<file path="config.mk">
export PLATFORM = sky130hd
export DESIGN_NAME = uart_loader
export DESIGN_NICKNAME = d
export VERILOG_FILES = /design/src/rtl/uart_loader.sv
export SDC_FILE = /design/constraint.sdc
export NUM_CORES = 1
export LEC_CHECK = 0
export BUFFER_PORTS_ARGS = -buffer_cell sky130_fd_sc_hd__buf_2
export CAP_MARGIN = 20
export CORE_ASPECT_RATIO = 1.2
export CORE_MARGIN = 2
export CORE_UTILIZATION = 55
export CTS_CLUSTER_DIAMETER = 120
export DETAILED_ROUTE_END_ITERATION = 16
export PLACE_DENSITY = 0.79
export SETUP_SLACK_MARGIN = 0.02
export SKIP_CTS_REPAIR_TIMING = 1
export SYNTH_ARGS = -nofsm -noshare
export SYNTH_HDL_FRONTEND = slang
export SYNTH_SLANG_ARGS = --single-unit
</file>
<file path="constraint.sdc">
create_clock -name clk -period 2.9 [get_ports clk]
set_clock_uncertainty 0.2 [all_clocks]
set_input_delay 0.145 -clock clk [delete_from_list [all_inputs] [get_ports clk]]
set_output_delay 0.145 -clock clk [all_outputs]
set_load 0.05 [all_outputs]
</file>
<file path="src/rtl/uart_loader.sv">
// Serial boot/debug loader: turns a UART command stream (W/R/G) into word
// transactions on a valid/ready bus and answers every command on uart_tx.
module uart_loader #(
    parameter int CLKS_PER_BIT = 868
) (
    input  logic        clk,
    input  logic        rst,
    input  logic        uart_rx,
    output logic        uart_tx,
    output logic        mem_valid,
    output logic        mem_instr,
    output logic [31:0] mem_addr,
    output logic [31:0] mem_wdata,
    output logic [3:0]  mem_wstrb,
    input  logic [31:0] mem_rdata,
    input  logic        mem_ready,
    output logic        boot_done,
    output logic [31:0] boot_addr,
    output logic        err
);
    localparam int            CW       = $clog2(CLKS_PER_BIT + 1);
    localparam logic [CW-1:0] BIT_LAST = CW'(CLKS_PER_BIT - 1);
    localparam logic [CW-1:0] BIT_HALF = CW'(CLKS_PER_BIT / 2);
    localparam logic [7:0]    ACK      = 8'h06;
    localparam logic [7:0]    NAK      = 8'h15;

    typedef enum logic [1:0] {RX_IDLE, RX_START, RX_DATA, RX_STOP} rx_state_t;
    typedef enum logic [2:0] {P_IDLE, P_ADDR, P_DATA, P_MEM, P_RESP} p_state_t;
    typedef enum logic       {TX_IDLE, TX_BIT} tx_state_t;
    typedef enum logic [1:0] {CMD_WRITE, CMD_READ, CMD_GO} cmd_t;

    assign mem_instr = 1'b0;

    // ---------------- receiver ----------------
    rx_state_t     rx_state;
    logic          rx_meta, rx_sync;
    logic [CW-1:0] rx_cnt;
    logic [2:0]    rx_bit;
    logic [7:0]    rx_data;
    logic          rx_byte_valid, rx_frame_err;

    always_ff @(posedge clk) begin
        // NOTE: sequential state uses <= only; the pulse defaults below are overridden later in the block.
        rx_meta       <= uart_rx;
        rx_sync       <= rx_meta;
        rx_byte_valid <= 1'b0;
        rx_frame_err  <= 1'b0;
        if (rst) begin
            rx_meta  <= 1'b1;
            rx_sync  <= 1'b1;
            rx_state <= RX_IDLE;
            rx_cnt   <= '0;
            rx_bit   <= '0;
            rx_data  <= '0;
        end else begin
            case (rx_state)
                RX_IDLE: if (!rx_sync) begin
                    rx_state <= RX_START;
                    rx_cnt   <= '0;
                end
                RX_START: if (rx_cnt == BIT_HALF) begin
                    rx_cnt   <= '0;
                    rx_bit   <= '0;
                    rx_state <= rx_sync ? RX_IDLE : RX_DATA;
                end else begin
                    rx_cnt <= rx_cnt + 1'b1;
                end
                RX_DATA: if (rx_cnt == BIT_LAST) begin
                    rx_cnt  <= '0;
                    rx_data <= {rx_sync, rx_data[7:1]};
                    rx_bit  <= rx_bit + 1'b1;
                    if (rx_bit == 3'd7) rx_state <= RX_STOP;
                end else begin
                    rx_cnt <= rx_cnt + 1'b1;
                end
                RX_STOP: if (rx_cnt == BIT_LAST) begin
                    rx_cnt   <= '0;
                    rx_state <= RX_IDLE;
                    if (rx_sync) rx_byte_valid <= 1'b1;
                    else         rx_frame_err  <= 1'b1;
                end else begin
                    rx_cnt <= rx_cnt + 1'b1;
                end
                default: rx_state <= RX_IDLE;
            endcase
        end
    end

    // ---------------- command parser ----------------
    p_state_t    p_state;
    cmd_t        cmd;
    logic [1:0]  arg_cnt;
    logic [31:0] addr_next;
    logic        resp_start, tx_done;
    logic [7:0]  resp_first;
    logic [31:0] resp_rest;
    logic [1:0]  resp_count;

    assign addr_next = {rx_data, mem_addr[31:8]};

    // First response byte and the bytes queued behind it, decided in the same
    // cycle as the event so the start bit follows one cycle later.
    always_comb begin
        // NOTE: every always_comb output gets a default first so no latch is inferred.
        resp_start = 1'b0;
        resp_first = ACK;
        resp_rest  = '0;
        resp_count = '0;
        case (p_state)
            P_IDLE: if (rx_byte_valid && rx_data != 8'h57 && rx_data != 8'h52 && rx_data != 8'h47) begin
                resp_start = 1'b1;
                resp_first = NAK;
            end
            P_ADDR: resp_start = rx_byte_valid && arg_cnt == 2'd3 && cmd == CMD_GO;
            P_MEM: if (mem_ready) begin
                resp_start = 1'b1;
                if (cmd == CMD_READ) begin
                    resp_first = mem_rdata[7:0];
                    resp_rest  = {8'h00, mem_rdata[31:8]};
                    resp_count = 2'd3;
                end
            end
            default: ;
        endcase
    end

    always_ff @(posedge clk) begin
        if (rst) begin
            p_state   <= P_IDLE;
            cmd       <= CMD_WRITE;
            arg_cnt   <= '0;
            mem_valid <= 1'b0;
            mem_addr  <= '0;
            mem_wdata <= '0;
            mem_wstrb <= '0;
            boot_done <= 1'b0;
            boot_addr <= '0;
            err       <= 1'b0;
        end else begin
            err <= rx_frame_err || (rx_byte_valid && (p_state == P_MEM || p_state == P_RESP));
            case (p_state)
                P_IDLE: if (rx_byte_valid) begin
                    arg_cnt <= '0;
                    case (rx_data)
                        8'h57:   begin cmd <= CMD_WRITE; p_state <= P_ADDR; end
                        8'h52:   begin cmd <= CMD_READ;  p_state <= P_ADDR; end
                        8'h47:   begin cmd <= CMD_GO;    p_state <= P_ADDR; end
                        default: p_state <= P_RESP;
                    endcase
                end
                P_ADDR: if (rx_frame_err) begin
                    p_state <= P_IDLE;
                end else if (rx_byte_valid) begin
                    mem_addr <= addr_next;
                    arg_cnt  <= arg_cnt + 1'b1;
                    if (arg_cnt == 2'd3) begin
                        case (cmd)
                            CMD_WRITE: p_state <= P_DATA;
                            CMD_READ: begin
                                mem_valid <= 1'b1;
                                mem_wstrb <= 4'h0;
                                p_state   <= P_MEM;
                            end
                            default: begin
                                boot_addr <= addr_next;
                                boot_done <= 1'b1;
                                p_state   <= P_RESP;
                            end
                        endcase
                    end
                end
                P_DATA: if (rx_frame_err) begin
                    p_state <= P_IDLE;
                end else if (rx_byte_valid) begin
                    mem_wdata <= {rx_data, mem_wdata[31:8]};
                    arg_cnt   <= arg_cnt + 1'b1;
                    if (arg_cnt == 2'd3) begin
                        mem_valid <= 1'b1;
                        mem_wstrb <= 4'hF;
                        p_state   <= P_MEM;
                    end
                end
                P_MEM: if (mem_ready) begin
                    mem_valid <= 1'b0;
                    p_state   <= P_RESP;
                end
                P_RESP: if (tx_done) p_state <= P_IDLE;
                default: p_state <= P_IDLE;
            endcase
        end
    end

    // ---------------- transmitter ----------------
    tx_state_t     tx_state;
    logic [8:0]    tx_frame;
    logic [3:0]    tx_bit;
    logic [CW-1:0] tx_cnt;
    logic [31:0]   resp_data;
    logic [1:0]    resp_left;

    assign tx_done = tx_state == TX_BIT && tx_cnt == BIT_LAST && tx_bit == 4'd9 && resp_left == 2'd0;

    always_ff @(posedge clk) begin
        if (rst) begin
            tx_state  <= TX_IDLE;
            tx_frame  <= '1;
            tx_bit    <= '0;
            tx_cnt    <= '0;
            resp_data <= '0;
            resp_left <= '0;
            uart_tx   <= 1'b1;
        end else begin
            case (tx_state)
                TX_IDLE: if (resp_start) begin
                    tx_state  <= TX_BIT;
                    tx_frame  <= {1'b1, resp_first};
                    resp_data <= resp_rest;
                    resp_left <= resp_count;
                    tx_bit    <= '0;
                    tx_cnt    <= '0;
                    uart_tx   <= 1'b0;
                end
                TX_BIT: if (tx_cnt == BIT_LAST) begin
                    tx_cnt <= '0;
                    if (tx_bit == 4'd9) begin
                        // Next queued byte starts straight after the stop bit.
                        if (resp_left != 2'd0) begin
                            tx_frame  <= {1'b1, resp_data[7:0]};
                            resp_data <= {8'h00, resp_data[31:8]};
                            resp_left <= resp_left - 1'b1;
                            tx_bit    <= '0;
                            uart_tx   <= 1'b0;
                        end else begin
                            tx_state <= TX_IDLE;
                        end
                    end else begin
                        uart_tx  <= tx_frame[0];
                        tx_frame <= {1'b1, tx_frame[8:1]};
                        tx_bit   <= tx_bit + 1'b1;
                    end
                end else begin
                    tx_cnt <= tx_cnt + 1'b1;
                end
                default: tx_state <= TX_IDLE;
            endcase
        end
    end
endmodule

</file>
### After elaboration in Yosys (flattened, before gate mapping)

Index checks and enable logic that the tools add are counted.

| operators by class | value |
|---|---|
| $add $sub $neg | 6 |
| eq/ne operators | 47 |
| mux-type cells | 96 |
| bitwise gates (word level) | 5 |
| reductions and logical operators | 39 |

Operators by type and width:

| cell | number |
|---|---|
| 32-bit 2-to-1 mux | 4 |
| 24-bit 2-to-1 mux | 3 |
| 32-bit case mux with 2 select lines | 1 |
| 10-bit 2-to-1 mux | 5 |
| 4-bit 2-to-1 mux | 11 |
| 3-bit 2-to-1 mux | 12 |
| 9-bit 2-to-1 mux | 4 |
| 2-bit inequality test, second input constant | 17 |
| 2-bit 2-to-1 mux | 16 |
| 10-bit case mux with 3 select lines | 1 |
| 8-bit by 7-bit == test with 1-bit output, second input constant | 3 |
| 8-bit by 7-bit inequality test with 1-bit output, second input constant | 3 |
| 10-bit by 1-bit adder with 10-bit output, second input constant | 2 |
| 10-bit == test, second input constant | 2 |
| 1-bit 2-to-1 mux | 20 |
| 10-bit case mux with 2 select lines | 1 |
| 9-bit case mux with 2 select lines | 1 |
| 8-bit 2-to-1 mux | 2 |
| 4-bit case mux with 2 select lines | 2 |
| 8-bit case mux with 2 select lines | 1 |
| 3-bit case mux with 5 select lines | 1 |
| 3-bit AND reduction | 5 |
| 3-bit inequality test, second input constant | 4 |
| 3-bit case mux with 2 select lines | 2 |
| other kinds (34) | 70 |

| storage, ports and cells | value |
|---|---|
| bits in registers | 196 |

### Depth between registers and ports, before layout

| depth | value |
|---|---|
| depth after elaboration | 8 |
| gate-level depth with buffers | 8 |
| gate-level depth less buffers | 7 |

### Least setup slack after synthesis

Ideal clock, no wire load.

| path | value |
|---|---|
| path kind | reg2reg |
| start point | register tx_cnt[0] |
| end point | register resp_data[10] |
| library setup time | 0.142 ns |
| arrival | 1.922 ns |
| slack | 0.636 ns |
| stages on the path, launching flop included | 9 |
| buffers on the path | 2 |
| cell sequence | dfxtp_1 ha_1 and4b_1 nand4_1 or3_1 clkbuf_1 nand2_2 buf_6 a211oi_2 |

| on the way | value |
|---|---|
| cells in the longest elaborated chain, start to end | 3 |

RTL lines:

| what | RTL line | RTL |
|---|---|---|
| start, declared | 197 | `logic [CW-1:0] tx_cnt;` |
| start signal, assigned | 242 | `tx_cnt <= tx_cnt + 1'b1;` |
| 10-bit == test | 223 | `TX_BIT: if (tx_cnt == BIT_LAST) begin` |
| 2-bit by 1-bit inequality test with 1-bit output (no source line) | - |  |
| 4-bit AND reduction (no source line) | - |  |
| end signal, assigned | 217 | `resp_data <= resp_rest;` |
| end signal, assigned | 229 | `resp_data <= {8'h00, resp_data[31:8]};` |
| end, declared | 198 | `logic [31:0] resp_data;` |

Every way passes these cells.
A chain may end at the register's enable or synchronous reset.

### Worst setup path in the final report

| path | value |
|---|---|
| start point | register rx_data[4] |
| end point | register resp_data[4] |

| on the way | value |
|---|---|
| cells in the longest elaborated chain, start to end | 8 |
| elaborated cells on any way between the ends | 10 |

RTL lines:

| what | RTL line | RTL |
|---|---|---|
| start, declared | 39 | `logic [7:0] rx_data;` |
| start signal, assigned | 70 | `rx_data <= {rx_sync, rx_data[7:1]};` |
| 8-bit by 7-bit inequality test with 1-bit output | 110 | `P_IDLE: if (rx_byte_valid && rx_data != 8'h57 && rx_data != 8'h52 && rx_data != 8'h47) begin` |
| 1-bit logical AND (2 in series) | 110 |  |
| 1-bit logical AND (*) | 110 |  |
| 1-bit 2-to-1 mux (*) | 110 |  |
| 1-bit case mux with 3 select lines (*) | 109 | `case (p_state)` |
| 2-bit inequality test (no source line) (*) | - |  |
| 4-bit AND reduction (no source line) (*) | - |  |

Mark *: on every way between the ends. The rest lies on a longest branch, timed or not.

==> impl_metrics.csv <==
group,metric,value,unit
sta,hold_viol_final,0,
floorplanning,rows,47,
worst_setup_path,cp_num_buf_inv,0,
sta,fmax,382,MHz
clock_network,cts.htree.levels,4,
pwr,leakage,3.60,nW
drt,first_pass_iters,5,
drt,ant_nets,0,
synth,netlist.area_leader.share,47.7,%
sta,drv_slew,0,
grt,groute.usage.overall,25.1,%
grt,grt_pass1_vias,6479,
drt,vias,7263,
drt,drt_iter0_drc,684,
grt,grt.overflow.total,0,
worst_setup_path,crit_type,"reg -> reg",
hold_path,hold_path.class,"in -> reg",
placement,dp_slack,0.142,ns
clock_network,clk_latency,0.43,ns
placement,portBuffers,139,
sta,max_slew_margin,55.8,%
final_layout,final_cell_mix,"nand2_1, dfxtp_1, buf_2, a21oi_1, nor2_1",
pwr,power_frac_comb,2.5,%
worst_setup_path,required,3.03,ns
final_layout,syn2layout_area_growth,22.8,%
worst_setup_path,startpoint_type,"flop",
final_layout,drive_gt1_share,20.0,%
placement,dp_hpwl,12.6,mm
job,maxCapViolations,0,
final_layout,nets,1117,
worst_setup_path,critPathArrivalTime,2.75,ns
grt,antenna_found_initial,0,
synth,synth_area_per_cell,8.27,µm²
worst_setup_path,critPathTopFamily,"compound AO/OA/AOI/OAI gates",
floorplanning,fp.dieArea,15000,µm²
sta,setup_violations,0,
clock_network,clock-sinks,184,
pwr,p_sw_share,20.5,%
drt,drc,0,
sta,fin_tns_setup,0,ns
clock_network,root_buffer,"clkbuf_16",
clock_network,clk_pin_slew_worst_paths,0.07,ns
grt,grt_pass1_wl,31.3,mm
worst_setup_path,endpoint,"resp_data[4]",
hold_path,hold_path_depth,3,
pwr,power_frac_clock,47.4,%
sta,period_minus_slack,2.62,ns
synth,postSynthCellCount,934,
synth,async_flop_share,0,%
worst_setup_path,max_stage_delay,0.45,ns
floorplanning,io_pins,141,
worst_setup_path,reg2reg_from,"rx_data[4]",
grt,grt_max_degree,140,
pwr,total_power,0.00506,W
final_layout,seqCellArea,3680,µm²
worst_setup_path,critPathSlowestCell,"a211oi_4",
worst_setup_path,rrSetupSlack,0.28,ns
synth,synth_edf_count,0,
synth,ys_top_cells_by_area,"dfxtp_1, nand2_1, a21oi_1",
worst_setup_path,crit_path_max_fanout,17,
sta,setup_ws,0.282,ns
placement,gp_congestion,0.898,
drt,wirelength,19.7,mm
worst_setup_path,r2r-end,"resp_data[4]",
clock_network,tritoncts,"built",
floorplanning,coreArea,13800,µm²
final_layout,nFillCells,1104,
pwr,ir_drop,0.471,mV
pwr,p_int,0.00402,W
synth,synth_flop_cell,"dfxtp_1",
worst_setup_path,end_kind,"flop",
synth,syn_nets,979,
sta,tightest_slew,0.663,ns
final_layout,final_common_cell,"nand2_1",
worst_setup_path,startpoint,"rx_data[4]",
drt,via_per_inst,5.79,
clock_network,cts_buffers,17,
sta,rsz0062_at_grt,"false",
worst_setup_path,crit_chain,"or3b_1 > a211oi_4 > a2bb2oi_4 > nand2_4 > a211oi_1",
floorplanning,chipHeight,134,µm
synth,yosysSeqAreaShare,47.7,%
pwr,p_switching,0.00104,W
final_layout,multiInputGateArea,3710,µm²
synth,synth_warnings,0,
synth,ys_types,71,
pwr,seqPwrFrac,50.1,%
floorplanning,start_util,56.2,%
worst_setup_path,cp.depth,5,
synth,ys_ff_latch,184,
floorplanning,die_x,112,µm
final_layout,diodes,0,
sta,post-route-period-util,90.3,%
status,status,"finished clean",
synth,yosysTopAreaCell,"dfxtp_1",
worst_setup_path,r2r_cells,5,
synth,synth_area,7730,µm²
pwr,power_density,533,nW/µm²
drt,wl_per_cell,15.7,µm
clock_network,cts.path.max_buffers,2,
## Yosys cell counts, drive strengths merged (4+ instances only)
cell type  number
dfxtp         184
a21oi         116
o211ai          4
or3             9
nor3           35
a311oi          8
o31ai           7
a211oi         21
o21ai          20
nor2           41
ha              9
inv            16
nand2b          5
mux2i          10
or2             6
a22oi          17
nor3b           4
nand2         236
buf            15
nand4           4
a31oi          11
clkbuf         55
and3           10
nand3          19
a32oi           9
## flip-flops by register name, summed over array words and instances (netlist names), 2 cells and up, named ones only
register,flops
resp_left,2
tx_cnt,10
mem_wdata,32
tx_frame,8
tx_bit,4
rx_cnt,10
mem_addr,32
p_state,3
boot_addr,32
cmd,2
rx_bit,3
arg_cnt,2
rx_data,8
resp_data,24
## tightest hold or removal path, delay by kind of cell
family | cells | cell delay (ns)
compound gates | 1 | 0.18
simple gates | 1 | 0.22
buf+inv | 1 | 0.12
## worst min path at each step
stage	start	endpoint	slack [ns]
global placement	uart_rx	rx_meta	0.13
floorplan	uart_rx	rx_meta	0.05
finish	mem_ready	mem_valid	0.08
CTS	uart_rx	rx_meta	-0.31
global route	mem_ready	mem_valid	0.08
detailed placement	uart_rx	rx_meta	0.13
## layout make-up
cell class              count  area share, %
clock buffers              22           5.00
clock inverters             9           1.46
multi-input cells         664           39.1
flip-flops and latches    184           38.8
inverters                  16          0.633
repair buffers            189           12.7
well taps                 171           2.25
## kinds of logic after synthesis
logic type      Yosys count  share of synthesized area [%]
simple gates            395                           23.0
compound gates          243                           21.2
flops                   184                           47.7
buf+inv                  86                           4.63
mux                      12                           1.59
fa+ha+maj                11                           1.72
xor+xnor                  2                          0.227
other cells               1                         0.0485
## routing by layer
layer | global-route usage, % | routed length (µm) | up-vias
li1 | - | - | 3553
met1 | 31.6 | 8180 | 3423
met2 | 42.1 | 9970 | 253
met3 | 6.10 | 1140 | 34
met4 | 9.28 | 457 | 0
met5 | 0 | 0 | -
## metrics by stage
step / cell area [µm²] / std cells / hold slack, ns / utilization, %
2_1_floorplan: 7730 / 934 / 0.0488 / -
3_3_place_gp: 8500 / 1190 / 0.130 / 61.7
3_5_place_dp: 8500 / 1190 / 0.132 / 61.7
4_1_cts: 9110 / 1221 / -0.314 / 66.2
5_1_grt: 9490 / 1255 / 0.0789 / 69.0
6_report: 9490 / 1255 / 0.0770 / 69.0
## power by group through the flow
stage / sequential [W] / combinational (W) / clock, W
3_5_place_dp: 0.00259 / 0.0000917 / 0
5_1_grt: 0.00253 / 0.000137 / 0.00254
2_1_floorplan: 0.00259 / 0.0000526 / 0
6_report: 0.00253 / 0.000127 / 0.00240
3_3_place_gp: 0.00259 / 0.0000923 / 0
4_1_cts: 0.00253 / 0.0000921 / 0.00243
No activity file was read; power rests on OpenSTA's default activity.
